File: src/rtl/joy_serial_reader.sv
// joy_serial_reader: polls an external '165-style pad shift register.
// Alternates JOY_SELECT every frame and publishes an active-high FRAME1/FRAME0 pair.
module joy_serial_reader #(
    parameter int unsigned CLK_DIV = 8,
    parameter int unsigned NBITS   = 16,
    parameter int unsigned SETTLE  = 4
) (
    input  logic             CLOCK_50,
    input  logic             RESET_N,
    input  logic             ENABLE,
    input  logic             JOY_DATA,
    output logic             JOY_CLK,
    output logic             JOY_LOAD,
    output logic             JOY_SELECT,
    output logic [NBITS-1:0] JOY_FRAME1,
    output logic [NBITS-1:0] JOY_FRAME0,
    output logic             JOY_VALID
);

    localparam int unsigned CNT_W = 8;
    localparam int unsigned IDX_W = (NBITS > 1) ? $clog2(NBITS) : 1;
    localparam int unsigned SET_W = 4;

    typedef enum logic [2:0] {
        ST_IDLE     = 3'd0,
        ST_LOAD     = 3'd1,
        ST_SHIFT_LO = 3'd2,
        ST_SHIFT_HI = 3'd3,
        ST_SETTLE   = 3'd4
    } state_e;

    state_e           state_q;
    logic [CNT_W-1:0] cnt_q;
    logic [IDX_W-1:0] idx_q;
    logic [SET_W-1:0] settle_q;
    logic [NBITS-1:0] shift_q;
    logic [NBITS-1:0] frame1_q;
    logic [NBITS-1:0] frame0_q;
    logic             clk_q;
    logic             load_q;
    logic             sel_q;
    logic             valid_q;
    logic             tick_c;

    // Last cycle of the current phase
    assign tick_c = (cnt_q == CNT_W'(CLK_DIV - 1));

    // Phase counter: runs 0..CLK_DIV-1 in every active state, parked at zero in IDLE
    always_ff @(posedge CLOCK_50 or negedge RESET_N) begin
        if (!RESET_N) begin
            cnt_q <= '0;
        end else if (state_q == ST_IDLE || tick_c) begin
            cnt_q <= '0;
        end else begin
            cnt_q <= cnt_q + CNT_W'(1);
        end
    end

    // Frame sequencer with all pad-facing and result outputs held in flops
    always_ff @(posedge CLOCK_50 or negedge RESET_N) begin
        if (!RESET_N) begin
            state_q  <= ST_IDLE;
            idx_q    <= '0;
            settle_q <= '0;
            shift_q  <= '0;
            frame1_q <= '0;
            frame0_q <= '0;
            clk_q    <= 1'b1;
            load_q   <= 1'b1;
            sel_q    <= 1'b1;
            valid_q  <= 1'b0;
        end else begin
            valid_q <= 1'b0;
            case (state_q)
                ST_IDLE: begin
                    if (ENABLE) begin
                        state_q <= ST_LOAD;
                        load_q  <= 1'b0;
                    end
                end
                ST_LOAD: begin
                    if (tick_c) begin
                        state_q <= ST_SHIFT_LO;
                        load_q  <= 1'b1;
                        clk_q   <= 1'b0;
                        idx_q   <= '0;
                    end
                end
                ST_SHIFT_LO: begin
                    if (tick_c) begin
                        for (int unsigned i = 0; i < NBITS; i++) begin
                            if (idx_q == IDX_W'(i)) begin
                                shift_q[i] <= ~JOY_DATA;
                            end
                        end
                        state_q <= ST_SHIFT_HI;
                        clk_q   <= 1'b1;
                    end
                end
                ST_SHIFT_HI: begin
                    if (tick_c) begin
                        if (idx_q < IDX_W'(NBITS - 1)) begin
                            idx_q   <= idx_q + IDX_W'(1);
                            state_q <= ST_SHIFT_LO;
                            clk_q   <= 1'b0;
                        end else begin
                            // Publish the whole frame at once; VALID marks a complete pair
                            if (sel_q) begin
                                frame1_q <= shift_q;
                            end else begin
                                frame0_q <= shift_q;
                                valid_q  <= 1'b1;
                            end
                            sel_q    <= ~sel_q;
                            settle_q <= '0;
                            state_q  <= ST_SETTLE;
                        end
                    end
                end
                ST_SETTLE: begin
                    if (tick_c) begin
                        if (settle_q == SET_W'(SETTLE - 1)) begin
                            if (ENABLE) begin
                                state_q <= ST_LOAD;
                                load_q  <= 1'b0;
                            end else begin
                                state_q <= ST_IDLE;
                                sel_q   <= 1'b1;
                            end
                        end else begin
                            settle_q <= settle_q + SET_W'(1);
                        end
                    end
                end
                default: begin
                    state_q <= ST_IDLE;
                    clk_q   <= 1'b1;
                    load_q  <= 1'b1;
                end
            endcase
        end
    end

    assign JOY_CLK    = clk_q;
    assign JOY_LOAD   = load_q;
    assign JOY_SELECT = sel_q;
    assign JOY_FRAME1 = frame1_q;
    assign JOY_FRAME0 = frame0_q;
    assign JOY_VALID  = valid_q;

endmodule

File: config.mk
export PLATFORM = sky130hd
export DESIGN_NAME = joy_serial_reader
export DESIGN_NICKNAME = d
export VERILOG_FILES = /design/src/rtl/joy_serial_reader.sv
export SDC_FILE = /design/constraint.sdc
export NUM_CORES = 1
export LEC_CHECK = 0
export CORE_MARGIN = 4
export CORE_UTILIZATION = 57
export CTS_BUF_LIST = sky130_fd_sc_hd__clkbuf_8
export DETAILED_ROUTE_END_ITERATION = 10
export PLACE_DENSITY_LB_ADDON = 0.08
export SYNTH_ARGS = -nofsm -noshare
export SYNTH_HDL_FRONTEND = slang
export SYNTH_SLANG_ARGS = --single-unit
File: constraint.sdc
create_clock -name CLOCK_50 -period 2.6 [get_ports CLOCK_50]
set_input_delay 0.39 -clock CLOCK_50 [delete_from_list [all_inputs] [get_ports CLOCK_50]]
set_output_delay 0.39 -clock CLOCK_50 [all_outputs]
set_load 0.01 [all_outputs]
==> results of run 1 <==
## layout by cell type, fill, tap and decap left out, drive strengths merged, types with 5 or more instances in the layout
cell type	netlist	routed
and3	5	5
buf	8	8
clkbuf	9	10
clkdlybuf4s50	0	38
dfrtp	68	68
ha	6	6
inv	10	13
mux2	33	33
nand2	16	16
nand3	11	11
nor2	13	13
nor3	6	6
o21ai	12	12
o31ai	15	15
o41ai	8	8
xor2	5	5
## per-layer routing
| metal | routed length (µm) | global-route usage [%] | up-vias |
|---|---|---|---|
| li1 | - | - | 1099 |
| met1 | 2833 | 25.08 | 1091 |
| met2 | 2898 | 28.99 | 42 |
| met3 | 209 | 3.159 | 9 |
| met4 | 108 | 7.749 | 0 |
| met5 | 0 | 0 | - |
## kinds of logic (layout without fill, tap and decap cells)
logic type	after synthesis	count (layout)
buf+inv	27	72
simple gates	75	75
compound gates	55	55
flops	71	71
fa+ha+maj	6	6
xor+xnor	6	6
mux	37	37
## state kept, by name, summed over array words and instances, names as in the netlist
signal	cells
JOY_FRAME0	16
JOY_FRAME1	16
shift_q	16
cnt_q	8
idx_q	4
settle_q	4
state_q	3
JOY_CLK	1
JOY_LOAD	1
JOY_SELECT	1
JOY_VALID	1
## synth_stat cells, types with 2 or more instances
library cell / count / area share, %
nor3_1: 5 / 0.77
o31ai_1: 15 / 3.4
and3_1: 4 / 0.77
clkbuf_1: 9 / 1.0
mux2i_1: 4 / 1.2
or3b_2: 3 / 0.80
o2bb2ai_1: 2 / 0.54
o41ai_1: 8 / 2.1
xor2_1: 5 / 1.3
inv_1: 10 / 1.1
nand3_1: 11 / 1.7
nor2_1: 13 / 1.5
nand2b_1: 4 / 0.77
a22o_1: 4 / 1.1
o21a_1: 2 / 0.46
mux2_2: 23 / 7.9
buf_1: 3 / 0.34
a21oi_1: 3 / 0.46
nor3b_1: 3 / 0.69
mux2_1: 10 / 3.4
a31oi_1: 2 / 0.38
buf_6: 3 / 1.0
o21ai_0: 12 / 1.8
ha_1: 6 / 2.3
nor2b_1: 2 / 0.38
dfrtp_1: 68 / 52
nand2_1: 16 / 1.8
dfstp_2: 3 / 2.4
o211ai_1: 2 / 0.46
## worst max-delay path: cells and delay by family (launching register included)
| family | cells | cell delay (ns) |
|---|---|---|
| flip-flops | 1 | 0.47 |
| adder cells (fa/ha/maj) | 1 | 0.30 |
| AND/OR/NAND/NOR | 3 | 0.81 |
| multiplexers | 1 | 0.36 |
| buffers and inverters | 1 | 0.24 |
## worst paths after layout
path,to,slack (ns),depth (start not counted)
hold reg to reg,JOY_FRAME1[9],0.48,1
setup / recovery,JOY_FRAME1[11],0.29,6
hold / removal,JOY_FRAME1[10],0.08,2
max in group asynchronous,JOY_CLK,2.20,2
min in group CLOCK_50,JOY_FRAME1[9],0.48,1
setup reg to reg,JOY_FRAME1[11],0.29,6
## per-stage QoR
| stage | hold slack (ns) | utilization [%] | std cells | area [µm²] |
|---|---|---|---|---|
| 6_report | 0.07633 | 70.10 | 394 | 3884 |
| 5_1_grt | 0.1022 | 70.10 | 394 | 3884 |
| 4_1_cts | 0.08891 | 70.10 | 394 | 3884 |
| 3_5_place_dp | 0.4390 | 67.07 | 378 | 3716 |
| 3_3_place_gp | 0.4436 | 67.07 | 378 | 3716 |
| 2_1_floorplan | 0.09441 | - | 277 | 3267 |
## area by class of cell
type                       count  area, µm²
fill                         402       1657
tap                           72      90.09
sequential                    71       1780
multi-input combinational    179       1358
timing repair buffer          46      450.4
clock buffer                  10      137.6
inverter                      10      37.54
clock inverter                 6      30.03
## power breakdown
part / switching [mW] / internal, mW
Clock: 0.380 / 0.360
Combinational: 0.0280 / 0.00979
Sequential: 0.00389 / 1.11
Total: 0.412 / 1.48
==> reports/results.txt, run 1 <==
initial antenna violation count -> 0
Post-Route WL -> 6.050 mm
crit path from -> idx_q[0]
Skew-Pair Late Insertion Delay -> 0.33 ns
initial core utilization -> 58.97%
total track usage -> 18.35%
asr flop ratio synth -> 100.0%
total power draw -> 1.892 mW
Seq/Total Area, Yosys -> 54.50%
Synth cell types -> 51
TritonCTS clock tree -> done
Final nets -> 327
kind of critical path -> flop to flop
first-pass iteration count of the detailed router -> 4
FMAX -> 432.9 MHz
HP Class -> input pin to asynchronous set/reset pin
period utilization -> 88.84%
minimum clock period after layout -> 2.310 ns
Post-Synth Simple-Gate Area -> 12.95%
detail-routed net length per standard cell -> 15.36 µm
Chip Height -> 83.71 µm
post-synthesis average cell area -> 11.79 µm²
Post-synth EDFFs -> 0
largest family of logic cells by synthesized area -> simple AND/OR/NAND/NOR gates
# H-tree levels -> 3
vias per cell -> 5.688
critical path endpoint category -> flop
Clock Tree Buf Depth -> 2
antenna cells -> 0
CP peak stage delay -> 0.47 ns
gpl congestion -> 0.8285
dpl hpwl -> 4.097 mm
worst path arrival time -> 2.51 ns
Clock Sinks -> 71
mux contribution to synthesized area -> 12.60%
Syn Inst Count -> 277
Synth Flop Type -> dfrtp_1
status -> complete, no violations
slowest CP cell -> dfrtp_1
Post-Synth XOR/XNOR Area -> 1.609%
CP Cell Sequence -> ha_1, and3_1, and3_1, and3_1, buf_4, mux2_1
Clock Skews -> 0.008880 ns
Final Hold Vio Count -> 0
core area -> 5540 µm²
Overflow after GRT -> 0
Yosys Warn Count -> 0
IO Count -> 40
Buffers on Ports -> 39
Worst Tran Pin Value -> 0.6058 ns
CP most frequent cell -> and3_1
final worst slack -> 0.2900 ns
# rows -> 27
RSZ-0062 raised after global routing -> no
max-slew violation count -> 0
Compound-Gate Fraction of Synth Area -> 12.10%
Iteration-0 DRC Markers -> 110
number of global-route vias before repair -> 2162
synthesis-stage register bit count -> 71
relative slew slack -> 59.53%
Synth Area in Adders -> 2.298%
CTS Root Cell -> clkbuf_8
DRC Markers -> 0
CTS buffer count -> 9
die area -> 7007 µm²
via count -> 2241
Mapped Area -> 3267 µm²
Startpoint Class -> flop
Critical Path RT -> 2.80 ns
Lkg Pwr -> 1.759 nW
Crit Path Max Fanout -> 16
PwrDens -> 487.2 nW/µm²
dpl ws -> 0.3217 ns
Area Growth Syn to Fin -> 18.88%
clock-pin slew on the worst setup and hold paths -> 0.07 ns
post-CTS sizing -> 0
setup TNS -> 0 ns
Detail Route Antenna Nets -> 0
largest net degree at the start of global routing -> 72
final setup fails -> 0
Die X -> 83.71 µm
worst r2r src -> idx_q[0]
Mapped Nets -> 287
post-CTS setup buffers -> 0
global-route wire length before repair -> 10.43 mm
share of cells above drive strength 1 -> 17.08%
max cap viols -> 0
cts hold-fix bufs -> 0
Max IR drop VDD -> 0.2984 mV
Power figures use the tool's default switching activity.
==> run 2: changes to the inputs <==
Settings changed: CORE_MARGIN 4 to default.
==> run 2 against run 1 <==
Total power rose by 12%; highest routed layer unchanged; hold slack improved by 0.020 ns; combinational power barely moved.
==> reports/results.txt, run 2 (synthesized netlist as in run 1, its figures left out) <==
Critical Path RT -> 2.83 ns (+0.03 ns)
final worst slack -> 0.2885 ns (-0.001572 ns)
commonest non-fill, non-tap cell in the layout -> dfrtp_1
busiest grt layer -> met2
slowest CP cell -> dfrtp_1
critical path endpoint category -> flop
Comb power frac -> 1.8% (-0.2 points)
CTS Root Cell -> clkbuf_8
Clock Sinks -> 71 (unchanged)
detail-routed net length per standard cell -> 15.29 µm (-0.45%)
final std cells w/o fill -> 395 (+0.25%)
met1 usage -> 30.92% (+5.8 points)
total power draw -> 2.127 mW (+12%)
Reg power frac -> 52.4% (-6.5 points)
CP most frequent cell -> and3_1
kind of critical path -> flop to flop
Iteration-0 DRC Markers -> 155 (+41%)
die area -> 6038 µm² (-14%)
final setup fails -> 0 (unchanged)
met3 usage -> 3.529% (+0.37 points)
Clock power frac -> 45.9% (+6.8 points)
design area -> 3948 µm² (+1.6%)
Buffers on Ports -> 39 (unchanged)
cts hold-fix bufs -> 0 (unchanged)
WHS -> 0.09595 ns (+0.01962 ns)
Pint -> 1.704 mW (+15%)
largest net degree at the start of global routing -> 41 (-43%)
dpl ws -> 0.3075 ns (-0.01422 ns)
Net Sw Frac -> 19.90% (-1.9 points)
relative slew slack -> 51.97% (-7.6 points)
# H-tree levels -> 3 (unchanged)
initial core utilization -> 59.33% (+0.36 points)
Clock Tree Buf Depth -> 2 (unchanged)
via count -> 2288 (+2.1%)
Lkg Pwr -> 1.787 nW (+1.6%)
Final Hold Vio Count -> 0 (unchanged)
setup TNS -> 0 ns (unchanged)
met2 usage -> 37.52% (+8.5 points)
post-CTS setup buffers -> 0 (unchanged)
# rows -> 27 (unchanged)
core area -> 5507 µm² (-0.61%)
Crit Path Max Fanout -> 16 (unchanged)
Psw -> 0.4234 mW (+2.7%)
RSZ-0062 raised after global routing -> no
cell total after placement -> 379 (+0.26%)
Post-Route WL -> 6.038 mm (-0.20%)
worst path arrival time -> 2.54 ns (+0.03 ns)
PwrDens -> 538.8 nW/µm² (+11%)
period utilization -> 88.91% (about the same)
FMAX -> 432.6 MHz (about the same)
CP peak stage delay -> 0.46 ns (about the same)
minimum clock period after layout -> 2.312 ns (+0.001572 ns)
gpl congestion -> 0.8342 (+0.69%)
antenna cells -> 0 (unchanged)
number of global-route vias before repair -> 2300 (+6.4%)
Die X -> 77.71 µm (-7.2%)
initial antenna violation count -> 0 (unchanged)
Layout Utilization -> 71.69% (+1.6 points)
Detail Route Antenna Nets -> 0 (unchanged)
worst r2r path cells -> 6 (unchanged)
Overflow after GRT -> 0 (unchanged)
status -> complete, no violations
post-CTS sizing -> 0 (unchanged)
commonest non-fill, non-tap cells in the layout -> 68 x dfrtp_1, 38 x clkdlybuf4s50_1, 23 x mux2_2
total track usage -> 23.65% (+5.3 points)
CTS buffer count -> 9 (unchanged)
vias per cell -> 5.792 (+1.8%)
Clock Skews -> 0.009252 ns (+0.0003714 ns)
TritonCTS clock tree -> done
first-pass iteration count of the detailed router -> 4 (unchanged)
global-route wire length before repair -> 10.95 mm (+5.0%)
max-slew violation count -> 0 (unchanged)
Max IR drop VDD -> 0.4041 mV (+35%)
Area Growth Syn to Fin -> 20.84%
Chip Height -> 77.71 µm (-7.2%)
Skew-Pair Late Insertion Delay -> 0.35 ns (+0.02 ns)
clock-pin slew on the worst setup and hold paths -> 0.07 ns (about the same)
Startpoint Class -> flop
Final nets -> 328 (+0.31%)
FILL cells -> 410 (+2.0%)
HP Class -> input pin to asynchronous set/reset pin
Worst Tran Pin Value -> 0.7204 ns (+0.1146 ns)
DRC Markers -> 0 (unchanged)
CP Cell Sequence -> ha_1, and3_1, and3_1, and3_1, buf_4, mux2_2
Placed Area -> 3724 µm² (+0.20%)
max cap viols -> 0 (unchanged)
dpl hpwl -> 4.148 mm (+1.2%)
share of cells above drive strength 1 -> 17.65% (+0.57 points)
IO Count -> 40 (unchanged)
==> run 2: per-layer routing <==
metal | vias to the layer above | wire, µm | part of all wire [%]
li1 | 1094 | - | -
met1 | 1140 | 2803 | 46
met2 | 44 | 2896 | 48
met3 | 10 | 205 | 3.4
met4 | 0 | 132 | 2.2
met5 | - | 0 | 0
==> run 2: worst max-delay path: cells and delay by family, from the launching register on <==
| kind | cells | cell delay (ns) |
|---|---|---|
| simple gates | 3 | 0.81 |
| mux | 1 | 0.36 |
| flops | 1 | 0.46 |
| buf+inv | 1 | 0.25 |
| fa+ha+maj | 1 | 0.29 |
==> run 2: area by class of cell <==
| type | instances | area [µm²] | share of cell area, % |
|---|---|---|---|
| Sequential cell | 71 | 1780 | 45.10 |
| Multi-Input combinational cell | 179 | 1358 | 34.39 |
| Timing Repair Buffer | 47 | 457.9 | 11.60 |
| Clock buffer | 11 | 151.4 | 3.835 |
| Tap cell | 72 | 90.09 | 2.282 |
| Clock inverter | 5 | 72.57 | 1.838 |
| Inverter | 10 | 37.54 | 0.9509 |
==> run 2: path summary, 6_finish.rpt <==
check | from | to | slack [ns]
max in group asynchronous | RESET_N | JOY_FRAME0[15] | 1.85
hold reg to reg | JOY_FRAME1[13] | JOY_FRAME1[13] | 0.48
setup reg to reg | idx_q[0] | JOY_FRAME1[15] | 0.29
setup / recovery | idx_q[0] | JOY_FRAME1[15] | 0.29
min in group CLOCK_50 | JOY_FRAME1[13] | JOY_FRAME1[13] | 0.48
hold / removal | RESET_N | JOY_FRAME1[6] | 0.1
==> run 2: power by group through the flow <==
stage                     sequential (mW)  combinational [mW]  clock, mW
final                                1.11              0.0375      0.976
after detailed placement             1.13              0.0397          0
after global placement               1.13              0.0394          0
after floorplan                      1.13             0.00863          0
after global routing                 1.11              0.0450       1.04
after CTS                            1.11              0.0397      0.998
